File: src/rtl/button_conditioner_pkg.sv
// ============================================================================
// Module      : button_conditioner_pkg
// Description : Shared reset-FSM encodings, default timing constants and a
//               ceiling-log2 helper for the button conditioner.
// Revision    : 1.0 - initial release
// ============================================================================
`default_nettype none

package button_conditioner_pkg;

  typedef enum logic [1:0] {
    ST_POR    = 2'd0,
    ST_IDLE   = 2'd1,
    ST_HOLD   = 2'd2,
    ST_ACTIVE = 2'd3
  } rst_state_e;

  localparam int unsigned c_DEBOUNCE_DEFAULT = 100000;
  localparam int unsigned c_STRETCH_DEFAULT  = 1000;

  // Bits needed to hold values 0..value-1, never less than one.
  function automatic int unsigned f_clog2(input int unsigned value);
    int unsigned w;
    longint unsigned v;
    w = 0;
    v = 1;
    while (v < longint'(value)) begin
      v = v << 1;
      w++;
    end
    return (w == 0) ? 1 : w;
  endfunction

endpackage

`default_nettype wire

File: src/rtl/button_channel.sv
// ============================================================================
// Module      : button_channel
// Description : One active-low button: two-flop synchroniser, debounce
//               counter, press/release pulses and a sticky press flag.
// Revision    : 1.0 - initial release
// ============================================================================
`default_nettype none

module button_channel
  import button_conditioner_pkg::*;
#(
  parameter int unsigned DEBOUNCE_CYCLES = c_DEBOUNCE_DEFAULT
) (
  input  logic i_clk,
  input  logic i_rst_n,
  input  logic i_but,
  input  logic i_sticky_clr,
  output logic o_state,
  output logic o_state_nxt,
  output logic o_press,
  output logic o_release,
  output logic o_sticky
);

  localparam int unsigned        c_CW       = f_clog2(DEBOUNCE_CYCLES + 1);
  localparam logic [c_CW-1:0]    c_CNT_LAST = c_CW'(DEBOUNCE_CYCLES - 1);

  logic            r_sync1;
  logic            r_sync2;
  logic [c_CW-1:0] r_cnt;
  logic            r_state;
  logic            r_press;
  logic            r_release;
  logic            r_sticky;

  logic w_raw;
  logic w_diff;
  logic w_flip;

  assign w_raw  = ~r_sync2;
  assign w_diff = w_raw ^ r_state;
  assign w_flip = w_diff && (r_cnt == c_CNT_LAST);

  always_ff @(posedge i_clk or negedge i_rst_n) begin
    if (!i_rst_n) begin
      r_sync1   <= 1'b1;
      r_sync2   <= 1'b1;
      r_cnt     <= '0;
      r_state   <= 1'b0;
      r_press   <= 1'b0;
      r_release <= 1'b0;
      r_sticky  <= 1'b0;
    end else begin
      r_sync1   <= i_but;
      r_sync2   <= r_sync1;
      if (!w_diff || w_flip) begin
        r_cnt <= '0;
      end else begin
        r_cnt <= r_cnt + 1'b1;
      end
      r_state   <= r_state ^ w_flip;
      r_press   <= w_flip & w_raw;
      r_release <= w_flip & ~w_raw;
      // A press arriving with a clear keeps the flag set.
      r_sticky  <= r_press | (r_sticky & ~i_sticky_clr);
    end
  end

  assign o_state     = r_state;
  assign o_state_nxt = r_state ^ w_flip;
  assign o_press     = r_press;
  assign o_release   = r_release;
  assign o_sticky    = r_sticky;

endmodule

`default_nettype wire

File: src/rtl/button_conditioner.sv
// ============================================================================
// Module      : button_conditioner
// Description : Conditions NUM_BUTTONS active-low buttons and generates a
//               stretched, maskable CPU reset request. Optional long-press
//               qualification of the reset via BUTTON_LONGPRESS_RESET_EN.
// Revision    : 1.0 - initial release
// ============================================================================
`default_nettype none

module button_conditioner
  import button_conditioner_pkg::*;
#(
  parameter int unsigned            NUM_BUTTONS     = 2,
  parameter int unsigned            DEBOUNCE_CYCLES = c_DEBOUNCE_DEFAULT,
  parameter logic [NUM_BUTTONS-1:0] RESET_MASK      = 2'b11,
  parameter int unsigned            RESET_STRETCH   = c_STRETCH_DEFAULT,
  parameter int unsigned            HOLD_CYCLES     = 200000000
) (
  input  logic                   CLK_100MHz,
  input  logic                   RESET_N,
  input  logic [NUM_BUTTONS-1:0] BUT,
  output logic [NUM_BUTTONS-1:0] BTN_STATE,
  output logic [NUM_BUTTONS-1:0] BTN_PRESS,
  output logic [NUM_BUTTONS-1:0] BTN_RELEASE,
  output logic [NUM_BUTTONS-1:0] BTN_STICKY,
  input  logic [NUM_BUTTONS-1:0] STICKY_CLR,
  output logic                   RESET_REQ
);

  localparam int unsigned     c_SW           = f_clog2(RESET_STRETCH + 1);
  localparam logic [c_SW-1:0] c_STRETCH_LOAD = c_SW'(RESET_STRETCH);
  localparam logic [c_SW-1:0] c_STRETCH_ONE  = c_SW'(1);

  if (NUM_BUTTONS < 1 || NUM_BUTTONS > 16) begin : g_bad_num_buttons
    $error("NUM_BUTTONS must be 1..16");
  end
  if (DEBOUNCE_CYCLES < 1 || RESET_STRETCH < 1 || HOLD_CYCLES < 1) begin : g_bad_timing
    $error("DEBOUNCE_CYCLES, RESET_STRETCH and HOLD_CYCLES must be at least 1");
  end

  logic [NUM_BUTTONS-1:0] w_state_nxt;

  for (genvar g = 0; g < NUM_BUTTONS; g++) begin : g_channel
    button_channel #(
      .DEBOUNCE_CYCLES (DEBOUNCE_CYCLES)
    ) u_channel (
      .i_clk        (CLK_100MHz),
      .i_rst_n      (RESET_N),
      .i_but        (BUT[g]),
      .i_sticky_clr (STICKY_CLR[g]),
      .o_state      (BTN_STATE[g]),
      .o_state_nxt  (w_state_nxt[g]),
      .o_press      (BTN_PRESS[g]),
      .o_release    (BTN_RELEASE[g]),
      .o_sticky     (BTN_STICKY[g])
    );
  end

  // The next debounced level lets RESET_REQ rise on the same edge as BTN_STATE.
  logic w_masked_now;
  logic w_masked_nxt;
  assign w_masked_now = |(BTN_STATE & RESET_MASK);
  assign w_masked_nxt = |(w_state_nxt & RESET_MASK);

  rst_state_e      r_fsm;
  rst_state_e      w_fsm_nxt;
  logic [c_SW-1:0] r_stretch;
  logic [c_SW-1:0] w_stretch_nxt;
  logic            w_req;

`ifdef BUTTON_LONGPRESS_RESET_EN
  localparam int unsigned     c_HW        = f_clog2(HOLD_CYCLES + 1);
  localparam logic [c_HW-1:0] c_HOLD_LAST = c_HW'(HOLD_CYCLES - 1);
  logic [c_HW-1:0] r_hold;
  logic [c_HW-1:0] w_hold_nxt;
`endif

  always_ff @(posedge CLK_100MHz or negedge RESET_N) begin
    if (!RESET_N) begin
      r_fsm     <= ST_POR;
      r_stretch <= c_STRETCH_LOAD;
`ifdef BUTTON_LONGPRESS_RESET_EN
      r_hold    <= '0;
`endif
    end else begin
      r_fsm     <= w_fsm_nxt;
      r_stretch <= w_stretch_nxt;
`ifdef BUTTON_LONGPRESS_RESET_EN
      r_hold    <= w_hold_nxt;
`endif
    end
  end

  always_comb begin
    w_fsm_nxt     = r_fsm;
    w_stretch_nxt = r_stretch;
    w_req         = 1'b1;
`ifdef BUTTON_LONGPRESS_RESET_EN
    w_hold_nxt    = r_hold;
`endif
    case (r_fsm)
      ST_POR: begin
        if (r_stretch <= c_STRETCH_ONE) begin
          w_fsm_nxt     = ST_IDLE;
          w_stretch_nxt = '0;
        end else begin
          w_stretch_nxt = r_stretch - 1'b1;
        end
      end
      ST_IDLE: begin
        w_req = 1'b0;
        if (w_masked_nxt) begin
`ifdef BUTTON_LONGPRESS_RESET_EN
          w_fsm_nxt     = ST_HOLD;
          w_hold_nxt    = '0;
`else
          w_fsm_nxt     = ST_ACTIVE;
          w_stretch_nxt = c_STRETCH_LOAD;
`endif
        end
      end
`ifdef BUTTON_LONGPRESS_RESET_EN
      ST_HOLD: begin
        w_req = 1'b0;
        if (!w_masked_nxt) begin
          w_fsm_nxt  = ST_IDLE;
          w_hold_nxt = '0;
        end else if (r_hold == c_HOLD_LAST) begin
          w_fsm_nxt     = ST_ACTIVE;
          w_stretch_nxt = c_STRETCH_LOAD;
          w_hold_nxt    = '0;
        end else begin
          w_hold_nxt = r_hold + 1'b1;
        end
      end
`endif
      ST_ACTIVE: begin
        if (w_masked_now || w_masked_nxt) begin
          w_stretch_nxt = c_STRETCH_LOAD;
        end else if (r_stretch <= c_STRETCH_ONE) begin
          w_fsm_nxt     = ST_IDLE;
          w_stretch_nxt = '0;
        end else begin
          w_stretch_nxt = r_stretch - 1'b1;
        end
      end
      default: begin
        w_req     = 1'b0;
        w_fsm_nxt = ST_IDLE;
      end
    endcase
  end

  assign RESET_REQ = w_req;

endmodule

`default_nettype wire

File: config.mk
export PLATFORM = sky130hd
export DESIGN_NAME = button_conditioner
export DESIGN_NICKNAME = d
export VERILOG_FILES = /design/src/rtl/button_conditioner_pkg.sv /design/src/rtl/button_channel.sv /design/src/rtl/button_conditioner.sv
export SDC_FILE = /design/constraint.sdc
export NUM_CORES = 1
export LEC_CHECK = 0
export ABC_CLOCK_PERIOD_IN_PS = 2550
export CORE_ASPECT_RATIO = 2
export CORE_MARGIN = 4
export CORE_UTILIZATION = 30
export CTS_BUF_LIST = sky130_fd_sc_hd__clkbuf_16
export CTS_CLUSTER_SIZE = 8
export DETAILED_ROUTE_END_ITERATION = 6
export HOLD_SLACK_MARGIN = 0.12
export PLACE_DENSITY = 0.46
export SYNTH_ARGS = -nofsm -noshare
export SYNTH_HDL_FRONTEND = slang
export SYNTH_SLANG_ARGS = --single-unit
export TNS_END_PERCENT = 1
File: constraint.sdc
create_clock -name CLK_100MHz -period 2.55 [get_ports CLK_100MHz]
set_input_delay 0.3825 -clock CLK_100MHz [delete_from_list [all_inputs] [get_ports CLK_100MHz]]
set_output_delay 0.3825 -clock CLK_100MHz [all_outputs]
set_load 0.02 [all_outputs]
Yosys cells after proc, flatten, opt, wreduce, memory -nomap -nowiden
Index checks and enable logic that the tools add are counted.

cells by class
  add/subtract/negate cells = 3
  equal/unequal tests = 6
  magnitude comparators = 1
  multiplexer cells = 11
  reductions and logical operators = 14
  bitwise logic cells = 16

operators with widths
  cell                                                                               count
  17-bit by 1-bit adder with 17-bit output, second input constant                    2
  17-bit == test, second input constant                                              2
  17-bit two-way mux                                                                 2
  10-bit two-way mux                                                                 3
  10-bit case mux with 3 select lines                                                1
  10-bit by 1-bit less-or-equal comparator with 1-bit output, second input constant  1
  10-bit by 1-bit subtractor with 10-bit output, second input constant               1
  1-bit AND                                                                          6
  2-bit two-way mux                                                                  3
  2-bit case mux with 3 select lines                                                 1
  2-bit OR reduction                                                                 3
  2-bit != test, second input constant                                               2
  1-bit NOT                                                                          4
  2-bit AND reduction                                                                2
  1-bit bitwise XOR                                                                  4
  1-bit logical OR                                                                   3
  3-bit nonzero test                                                                 1
  2-bit by 1-bit == test with 1-bit output, second input constant                    1
  2-bit == test, second input constant                                               1
  1-bit logical AND                                                                  2
  1-bit logical NOT                                                                  2
  2-bit logical NOT                                                                  1
  1-bit bitwise OR                                                                   2
  1-bit two-way mux                                                                  1

storage, ports and cells
  logic and storage cells = 67
  register bits = 58
  output and inout bits = 9

Depth between registers and ports, before layout
  word-level depth = 8
  gate-level depth with buffers = 8
  mapped depth without buffers = 8

By module
From an unflattened synthesis, not the netlist that was laid out.

unflattened totals
  cells, all modules = 281
  area, all modules = 2886.5 um2

modules (own cells, without submodules)
  module              area each (um2)  cells each  times used
  button_channel      1043.5           98          2
  button_conditioner  799.5            85          1

Worst setup path after synthesis
Ideal clock, no wire load.

  path type = flip-flop to flip-flop
  start = register g_channel[0].u_channel.r_cnt[0]
  end = register r_fsm[1]
  data required time = 2425 ps
  arrival time = 1796 ps
  path buffers = 0
  clock period less this slack = 1920 ps
  slack = 630 ps
  setup time = 125 ps
  cell stages (with the launch flop) = 7
  path through = dfrtp_1 -> ha_1 -> and4_1 -> nand4_4 -> or3_4 -> nand4_1 -> mux2_2

on the way
  cells in the longest elaborated chain, start to end = 7

RTL lines
  what                               RTL line                   source
  start, declared                    button_channel.sv:30       logic [c_CW-1:0] r_cnt;
  start signal, assigned             button_channel.sv:59       r_cnt <= r_cnt + 1'b1;
  17-bit == test (*)                 button_channel.sv:42       assign w_flip = w_diff && (r_cnt == c_CNT_LAST);
  1-bit logical AND (*)              button_channel.sv:42
  1-bit bitwise XOR (*)              button_channel.sv:70       assign o_state_nxt = r_state ^ w_flip;
  2-bit OR reduction (*)             button_conditioner.sv:63   assign w_masked_nxt = |(w_state_nxt & RESET_MASK);
  1-bit logical OR                   button_conditioner.sv:138  if (w_masked_now || w_masked_nxt) begin
  2-bit != test (no line)            --
  2-bit AND reduction (no line) (*)  --
  end signal, assigned               button_conditioner.sv:86   r_fsm <= w_fsm_nxt;
  end, declared                      button_conditioner.sv:65   rst_state_e r_fsm;

Every way passes the cells marked *; elsewhere a longest branch is shown, timed or not.
A chain may end at the register's enable or synchronous reset.

Worst setup path after layout
  start = register g_channel[0].u_channel.r_cnt[0]
  end = register r_stretch[6]

on the way
  cells in the longest elaborated chain, start to end = 7

RTL lines
  what                                 RTL line                   source
  17-bit == test (*)                   button_channel.sv:42
  1-bit logical AND (*)                button_channel.sv:42
  1-bit bitwise XOR (*)                button_channel.sv:70
  2-bit OR reduction (*)               button_conditioner.sv:63
  1-bit logical OR                     button_conditioner.sv:138
  10-bit two-way mux                   button_conditioner.sv:138
  10-bit case mux with 3 select lines  button_conditioner.sv:101  case (r_fsm)
  end signal, assigned                 button_conditioner.sv:81   r_stretch <= c_STRETCH_LOAD;
  end signal, assigned                 button_conditioner.sv:87   r_stretch <= w_stretch_nxt;
  end, declared                        button_conditioner.sv:67   logic [c_SW-1:0] r_stretch;

Marks and branches as above.

==> results.cfg <==
[global_routing]
grt_pass1_wl_um = 10430
grt_antenna_before_repair = 0
grt_max_degree = 35
grt_overflow = 0
grt_use_total = 0.1172
grt_pass1_vias = 2136

[cts]
root_buffer = clkbuf_16
cts_resized = 0
clock_sinks = 58
cts_tree = built
cts.hold.buffers_added = 1
insertion_delay_ps = 320
cts_buffers = 9
post_cts_buffers = 0
htreeDepth = 3
clk_pin_slew_ps = 50
clk_path_buf_depth = 2

[synth]
synth.largest_area_cell = dfrtp_1
synthFlopType = dfrtp_1
synth_fp_nets = 310
yosys_warnings = 0
ys_types = 49
synth-async-reset-ratio = 1.000
synth_area_leaders = dfrtp_1, dfstp_2, xor2_1
postSynthAreaPerCell_um2 = 9.887
seq_area_frac_synth = 0.4985
synth-seq-cells = 58
synth_top_area_frac = 0.4090
synth_edf_count = 0
syn_area_um2 = 2937
netlist_instances = 297

[sta]
slew_viol_final = 0
period_share = 0.8142
tightest_slew_ps = 592.7
setup_violations = 0
final.setup_skew_ps = 5.384
hold_viol_final = 0
relSlewSlack = 0.6039
fin_crit_ps = 2076
timing.fmax_mhz = 481.6
rsz0062_at_grt = no
tns_ps = 0

[floorplan]
die_area_um2 = 11530
core_um2 = 9447
dieWidth_um = 77.96
ios = 15
start_util = 0.3109
rows = 50
die_y_um = 147.9

[setup_path]
crit_path_end_kind = flip-flop
cp_slowest_stage_delay_ps = 380
critPathBufInv = 0
required_ps = 2810
cp.arrival_ps = 2330
critPathKind = flip-flop to flip-flop
cp_top_family = compound AO/OA/AOI/OAI gates
crit_chain = ha_1, and4_1, nand4_4, mux2i_1, o22a_1, o21bai_2, a21oi_2
critPathMaxFanout = 10
cpMaxStageDelayCell = dfrtp_1
startpoint_type = flip-flop

[layout]
fin_nets = 328
final_util = 0.3691
drive_gt1_frac = 0.1406
layout_common_cells = dfrtp_1, nor2_1, nand2_1
num-fill-cells = 965
diodes = 0
area_growth_pct = 18.75
final_common_cell = dfrtp_1
finalInstanceArea_um2 = 3487

[run_status]
outcome = finished, final reports clean

[drt]
ant_nets = 0
vias_per_cell = 4.698
dr_total_vias = 2114
drc_errors = 0
avgRoutedWirePerCell_um = 13.60
routed_wl_um = 6122
drt-initial-drc-count = 96
first_pass_iters = 4

[placed_design]
place_area_um2 = 3192
gp_congestion = 0.7882
portBuffers = 14
dp_hpwl_um = 4445

[flow_run]
maxCapViolations = 0

[pwr]
finalPower_mw = 2.151
p_leak_nw = 1.529
powerDensity_nw_per_um2 = 616.7
irDropWorstVdd_mv = 0.3227

[hold_path]
hp-class = flip-flop to flip-flop
==> cell families (layout without fill, tap and decap cells) <==
kind of cell,Yosys count,count (layout),share of synthesized area
AOI/OAI and AO/OA,38,38,0.08010
xor gates and xnor gates,29,29,0.08650
adders and majority gates,7,7,0.02982
buffers and inverters,27,50,0.04814
DFF,58,58,0.4985
muxes,2,2,0.007243
and+or+nand+nor,136,136,0.2497
==> through the flow <==
stage,worst slack (ps),std cells,hold WS [ps]
4_1_cts,448.2,450,356.7
6_report,473.7,450,355.6
3_5_place_dp,470.8,433,348.9
3_3_place_gp,499.7,433,347.0
2_1_floorplan,629.5,297,86.91
5_1_grt,276.3,450,359.4
==> sequential cells by signal (all words and copies together) (netlist names) <==
| signal | cells |
|---|---|
| g_channel.u_channel.r_sync2 | 2 |
| g_channel.u_channel.o_state | 2 |
| g_channel.u_channel.o_release | 2 |
| g_channel.u_channel.r_sync1 | 2 |
| g_channel.u_channel.o_sticky | 2 |
| r_fsm | 2 |
| g_channel.u_channel.r_cnt | 34 |
| g_channel.u_channel.o_press | 2 |
| r_stretch | 10 |
==> worst paths after layout <==
path	to	cells after the start	slack (ps)	startpoint
max	r_stretch[6]	7	470	g_channel[0].u_channel.r_cnt[0]
min	g_channel[0].u_channel.r_sync2	0	360	g_channel[0].u_channel.r_sync1
max reg2reg	r_stretch[6]	7	470	g_channel[0].u_channel.r_cnt[0]
min reg2reg	g_channel[0].u_channel.r_sync2	0	360	g_channel[0].u_channel.r_sync1
max in group asynchronous	r_stretch[5]	3	1290	RESET_N
min in group asynchronous	r_stretch[0]	2	600	RESET_N
==> where the power goes <==
group / switching [mW] / internal [mW]
registers: 0.0104 / 0.936
logic: 0.0358 / 0.0206
clock network: 0.406 / 0.742
==> Yosys cell counts, types with 3 or more instances <==
master and count:
dfrtp_1 48, nor2_1 44, nand2_1 30, xor2_1 21, inv_1 15, nand3_1 13
a21oi_1 12, dfstp_2 10, o21ai_0 10, buf_4 8, nand4_1 8, xnor2_1 8
ha_1 7, and3_1 6, nor3_1 6, or3_1 4, nor3b_1 3, o21ai_1 3
==> cell type report <==
type                            count  area, um^2  area share
Sequential cell                    58        1464      0.4198
Multi-Input combinational cell    212        1331      0.3818
Clock buffer                        9       225.2     0.06459
Timing Repair Buffer               19       187.7     0.05382
Tap cell                          130       162.7     0.04665
Clock inverter                      7       60.06     0.01722
Inverter                           15       56.30     0.01615
==> per-layer routing <==
layer | GRT usage | wire length [um]
met5 | 0 | 0
met4 | 0.06567 | 158
met3 | 0.02561 | 128
met2 | 0.2139 | 3431
met1 | 0.1208 | 2404
Note: power is estimated with default switching activity, not from simulation.
